### src/rtl/pr4_pkg.sv
// Shared types and sizing for the sequential BCD-to-binary converter.
package pr4_pkg;

  typedef enum logic [1:0] {
    IDLE = 2'd0,
    CONV = 2'd1,
    FIN  = 2'd2
  } state_t;

  localparam int CONV_W     = 10;
  localparam int N_ITER     = 10;
  localparam int BCD_DIGITS = 3;
  localparam int SR_W       = 4 * BCD_DIGITS + CONV_W;

endpackage

### src/rtl/bcd_digit_adj.sv
// Reverse double-dabble nibble correction: digits >= 8 after a right shift lose 3.
// Purely combinational, no handshake.
module bcd_digit_adj (
  input  logic [3:0] nib,
  output logic [3:0] adj
);

  assign adj = (nib >= 4'd8) ? (nib - 4'd3) : nib;

endmodule

### src/rtl/bcd2bin_seq.sv
// Iterative three-digit BCD to binary converter, start/busy/done handshake.
// 11 cycles from accepted start to done (1 for bad digits); start while busy is dropped.
module bcd2bin_seq
  import pr4_pkg::*;
#(
  parameter int OUT_W = 8
) (
  input  logic             clk,
  input  logic             ar,
  input  logic             start,
  input  logic [3:0]       hundreds,
  input  logic [3:0]       tens,
  input  logic [3:0]       ones,
  output logic             busy,
  output logic             done,
  output logic [OUT_W-1:0] bin_out,
  output logic             ovf,
  output logic             err
);

  localparam logic [CONV_W-1:0] MAX_OUT = CONV_W'((1 << OUT_W) - 1);

  state_t          state;
  logic [3:0]      cnt;
  logic [SR_W-1:0] sr;
  logic [SR_W-1:0] sr_shift;
  logic [SR_W-1:0] sr_next;
  logic            bad;
  logic            digit_bad;

  assign digit_bad = (hundreds > 4'd9) || (tens > 4'd9) || (ones > 4'd9);

  // Register layout is {hundreds, tens, ones, bin}; the binary field fills from its MSB.
  assign sr_shift               = sr >> 1;
  assign sr_next[CONV_W-1:0]    = sr_shift[CONV_W-1:0];

  for (genvar i = 0; i < BCD_DIGITS; i++) begin : g_adj
    bcd_digit_adj u_adj (
      .nib (sr_shift[CONV_W + 4*i +: 4]),
      .adj (sr_next[CONV_W + 4*i +: 4])
    );
  end

  assign busy = (state != IDLE);

  always_ff @(posedge clk) begin
    if (ar) begin
      state   <= IDLE;
      cnt     <= '0;
      sr      <= '0;
      bad     <= 1'b0;
      done    <= 1'b0;
      bin_out <= '0;
      ovf     <= 1'b0;
      err     <= 1'b0;
    end else begin
      done <= 1'b0;
      unique case (state)
        IDLE: begin
          cnt <= '0;
          if (start) begin
            sr    <= {hundreds, tens, ones, {CONV_W{1'b0}}};
            bad   <= digit_bad;
            state <= digit_bad ? FIN : CONV;
          end
        end
        CONV: begin
          sr  <= sr_next;
          cnt <= cnt + 4'd1;
          if (cnt == 4'(N_ITER - 1)) state <= FIN;
        end
        FIN: begin
          done  <= 1'b1;
          state <= IDLE;
          if (bad) begin
            err     <= 1'b1;
            ovf     <= 1'b0;
            bin_out <= '0;
          end else if (sr[CONV_W-1:0] > MAX_OUT) begin
            err     <= 1'b0;
            ovf     <= 1'b1;
            bin_out <= '1;
          end else begin
            err     <= 1'b0;
            ovf     <= 1'b0;
            bin_out <= sr[OUT_W-1:0];
          end
        end
        default: state <= IDLE;
      endcase
    end
  end

endmodule

### config.mk
export PLATFORM = sky130hd
export DESIGN_NAME = bcd2bin_seq
export DESIGN_NICKNAME = d
export VERILOG_FILES = /design/src/rtl/pr4_pkg.sv /design/src/rtl/bcd_digit_adj.sv /design/src/rtl/bcd2bin_seq.sv
export SDC_FILE = /design/constraint.sdc
export NUM_CORES = 1
export LEC_CHECK = 0
export ABC_AREA = 1
export BUFFER_PORTS_ARGS = -buffer_cell sky130_fd_sc_hd__buf_2
export CAP_MARGIN = 15
export CORE_MARGIN = 1
export CORE_UTILIZATION = 60
export CTS_CLUSTER_DIAMETER = 50
export DETAILED_ROUTE_END_ITERATION = 10
export PLACE_DENSITY = 0.83
export RECOVER_POWER = 25
export SKIP_LAST_GASP = 1
export SLEW_MARGIN = 40
export SYNTH_ARGS = -nofsm -noshare
export SYNTH_HDL_FRONTEND = slang
export SYNTH_SLANG_ARGS = --single-unit
### constraint.sdc
create_clock -name clk -period 1.9 [get_ports clk]
set_input_delay 0.38 -clock clk [delete_from_list [all_inputs] [get_ports clk]]
set_output_delay 0.38 -clock clk [all_outputs]
set_load 0.01 [all_outputs]
Word-level counts from Yosys, hierarchy flattened. Index checks and enable logic that the tools add are counted.

Register bits: 40. Bits in read-only memories: 0. Output and inout bits: 12. Word-level logic and storage cells: 48. Latch bits: 0. Memory bits (writable): 0. Memories: 0. Bits of input ports: 15.

Equal/unequal tests: 5. Bitwise operators: 0. $mul: 0. Divide/modulo/power cells: 0. Order comparisons: 7. Mux-type cells: 16. $add $sub $neg: 4. Shift-type cells: 0. Reduce and logical (&&, ||, !) cells: 8.

Operator list (count): 22-bit case mux with 2 select lines (1); 22-bit 2-to-1 mux (1); 8-bit 2-to-1 mux (2); 4-bit > comparator, second input constant (3); 4-bit 2-to-1 mux (3); 10-bit by 8-bit > comparator with 1-bit output, second input constant (1); 4-bit greater-or-equal comparator, second input constant (2); 4-bit case mux with 2 select lines (1); 4-bit by 2-bit subtractor with 4-bit output, second input constant (2); 2-bit 2-to-1 mux (3); 2-bit AND reduction (3); 4-bit by 1-bit adder with 4-bit output, second input constant (1); 4-bit == test, second input constant (1); 3-bit by 4-bit greater-or-equal comparator with 1-bit output, second input constant (1); 1-bit 2-to-1 mux (4); 2-bit != test, second input constant (2); 2-bit case mux with 2 select lines (1); 2-bit nonzero test (2); 3-bit by 2-bit subtractor with 4-bit output, second input constant (1); 2-bit by 1-bit == test with 1-bit output, second input constant (1); 2-bit == test, second input constant (1); 2-bit zero test (1); 1-bit logical OR (2).

Logic depth before layout (Yosys ltp).
Depth in word-level cells: 6. Depth in mapped cells: 8.

Modules after synthesis. From an unflattened synthesis, not the netlist that was laid out.

Cell total of the unflattened synthesis: 254. Area total of the unflattened synthesis: 1899.3 µm².

By module, submodules not included: bcd2bin_seq (cells each 206, area each 1632.8 µm², times used 1); bcd_digit_adj (cells each 16, area each 88.8 µm², times used 3).

Least setup slack after synthesis. Ideal clock, no wire load.

Kind: register to register. Start: register state[1]. End: register sr[17]. Required time: 1778 ps. Path slack: 791 ps. Cell stages (with the launch flop): 7. Buffers on the path: 1. Arrival time: 987 ps. Period minus slack after synthesis: 1109 ps. Path through: dfxtp_1 > inv_2 > nand2_1 > nand2_4 > buf_4 > o21ai_0 > a21oi_1.

Word-level cells in the longest chain between the ends: 3. Elaborated cells on any way between the ends: 6. Those cells by class: eq/ne (2); mux (1); reduce/logical (3).

Ends and longest elaborated chain: from (decl) (line bcd2bin_seq.sv:23) `state_t state;`; from (signal assigned) (line bcd2bin_seq.sv:64) `state <= digit_bad ? FIN : CONV;`; 2-bit by 1-bit == test with 1-bit output / 2-bit zero test (equally long branches) (line bcd2bin_seq.sv:58) `unique case (state)`; 2-bit nonzero test (no source line) / 2-bit != test (equally long branches); 2-bit AND reduction (no source line); to (signal assigned) (line bcd2bin_seq.sv:62) `sr <= {hundreds, tens, ones, {CONV_W{1'b0}}};`; to (signal assigned) (line bcd2bin_seq.sv:68) `sr <= sr_next;`; to (decl) (line bcd2bin_seq.sv:25) `logic [SR_W-1:0] sr;`.

Several ways; a longest one is shown, not always the timed one. A chain may end at the register's enable or synchronous reset.

Worst setup path after layout.
Start: register state[1]. End: register sr[10].

The elaborated chain is that of the path after synthesis.

==> summary.txt <==
final worst path period need: 1.62 ns
Post-synth EDFFs: 0
Final ANT Viol Nets: 0
dpl hpwl: 2640 um
final worst-path cycle share: 85.3%
DIE AREA: 0.00332 mm2
final setup violating endpoints: 0
DRT Pass-1 Iters: 7
number of port buffers: 26
CP Data Required Time: 2.19 ns
Critical Path Fanout Max: 15
layout cells sized above 1: 21.6%
Leak: 0.810 nW
Crit Path Class: reg -> reg
Seq/Total Area, Yosys: 43.2%
starting density of the core: 65.0%
failing checks: design-rule violations
FF+latch count, synth: 40
Post-synth top flop: dfxtp_1
startpoint types: register
syn_nets: 259
path type of the worst min-delay path: in -> reg
synthesized area per cell: 7.79 um2
grt total ovfl: 0
count of nets after finishing: 284
f_max: 0.617 GHz
final WL: 3710 um
clock buffer count from CTS: 5
mapped cell area: 0.00185 mm2
# diodes: 0
Synth area leaders: dfxtp_1 43%, nand2_1 11%, o21ai_0 6.5%, a21oi_1 5.9%, a21oi_2 5.2%
largest net degree at the start of global routing: 28
post-route setup TNS: 0 ns
IO Count: 27
vias in the first global route: 1430
CTS sink count: 40
core area: 0.00285 mm2
DR vias: 1645
Max clock buf depth: 2
clock insertion delay at the later pin of the skew report: 0.34 ns
RePlAce Congestion: 0.881
crit path capture type: register
slew at the pin closest to its max-slew limit: 0.426 ns
CTS H-tree depth: 2
# resized after CTS: 0
DR iter-0 viols: 149
Area Growth Syn to Fin: 10.2%
Post-synth ARST share: 0%
initial antenna violation count: 0
Total Power: 1.74 mW
RSZ-0062 raised after global routing: false
max-slew violations: 0
Post-CTS Hold Fix Bufs: 0
synthesized instance count: 238
Ys Warns: 0
Clk pin slew, worst setup/hold paths: 0.12 ns
Synth area leader: dfxtp_1
outcome: finished with violations
Synth top area share: 43.2%
Clk Tree Root Cell: clkbuf_4
Horiz. Die Dim: 57.6 um
CP arrival: 1.91 ns
Yosys cell types: 29
Chip Height: 57.6 um
Clock Skews: 0.0106 ns
FP Rows: 19
IR drop worst, VDD: 0.000712 V
slew margin rel.: 71.6%
CTS tree: built
GRT Total Usage: 24.9%
global-route wire length before repair: 6350 um
Pwr Density: 851 mW/mm2
Hold Vio Cnt, Final: 0
vias per cell: 5.58
DRC errors left: 2
Setup Fix Bufs, Post-CTS: 0
number of max-cap violations: 0
WL per Instance: 12.6 um
[metrics by stage]
stage	util (%)	instance area [um2]	instances	hold WS [ns]	worst slack, ns
final	71.6	2040	295	0.285	0.280
after global routing	71.6	2040	295	0.264	0.150
after CTS	72.1	2060	295	0.280	0.310
after detailed placement	68.7	1960	287	0.453	0.411
after global placement	68.7	1960	287	0.448	0.468
after floorplan	-	1850	238	0.444	0.791
[power breakdown]
group | leakage (nW) | switching (mW) | internal [mW]
clock | 0.0515 | 0.269 | 0.349
sequential | 0.325 | 0.0287 | 0.873
combinational | 0.433 | 0.147 | 0.0710
total | 0.810 | 0.445 | 1.29
[cells in the mapped netlist (all sizes together), types with 2 or more instances]
cell type  number
o21ai          25
clkbuf          2
o211ai          3
inv            22
nor2           13
buf             8
ha              6
a21oi          33
nor3            2
nand2          65
dfxtp          40
a31oi           3
nand3          11
[state kept, by name, indices dropped and copies added, names as in the netlist]
signal,flops
ovf,1
err,1
done,1
bin_out,8
state,2
cnt,4
sr,22
bad,1
[path summary, 6_finish.rpt]
check,slack (ns),depth (start not counted),from,endpoint
hold reg to reg,0.47,2,bin_out[5]$_SDFFE_PP0P_,bin_out[5]$_SDFFE_PP0P_
hold / removal,0.28,3,tens[3],sr[17]$_SDFFE_PP0P_
setup reg to reg,0.28,8,state[1]$_SDFFE_PP0P_,sr[10]$_SDFFE_PP0P_
setup / recovery,0.28,8,state[1]$_SDFFE_PP0P_,sr[10]$_SDFFE_PP0P_
[cell type report]
type	instances	area (um2)
Clock buffer	7	65.1
Clock inverter	1	30.0
Fill cell	252	810
Inverter	22	87.6
Multi-Input combinational cell	166	886
Sequential cell	40	801
Tap cell	31	38.8
Timing Repair Buffer	28	135
[kinds of logic (layout without fill, tap and decap cells)]
| logic type | after synthesis | count (layout) | share of synthesized area (%) |
|---|---|---|---|
| AND/OR/NAND/NOR | 93 | 93 | 22.5 |
| AO/OA/AOI/OAI | 66 | 66 | 20.9 |
| flip-flops | 40 | 40 | 43.2 |
| buffers and inverters | 32 | 58 | 8.91 |
| adder cells (fa/ha/maj) | 6 | 6 | 4.05 |
| XOR/XNOR | 1 | 1 | 0.472 |
[per-layer routing]
metal | share of wire [%] | vias to the layer above | GRT usage [%]
li1 | - | 826 | -
met1 | 48 | 762 | 35.2
met2 | 45 | 51 | 37.5
met3 | 5.2 | 6 | 5.44
met4 | 1.3 | 0 | 8.71
met5 | 0 | - | 0
[worst max-delay path: stages, from the launching register on]
cell     delay (ns)
dfxtp_1        0.45
inv_2          0.11
nand2_1        0.34
nand2_4        0.21
inv_6          0.19
nand2_1        0.07
nand3_1        0.08
nand2_1        0.06
inv_1          0.06
[placed cells by master, fill, tap and decap left out, drive strengths merged]
| master | instances |
|---|---|
| inv | 22 |
| nor2 | 13 |
| buf | 20 |
| nand4 | 1 |
| o22ai | 1 |
| a31oi | 3 |
| nor3 | 2 |
| bufinv | 1 |
| a21oi | 33 |
| o21ai | 25 |
| dfxtp | 40 |
| or2 | 1 |
| a211oi | 1 |
| xor2 | 1 |
| ha | 6 |
| nand2 | 65 |
| clkbuf | 15 |
| o211ai | 3 |
| nand3 | 11 |
(Power assumes the default switching activity.)
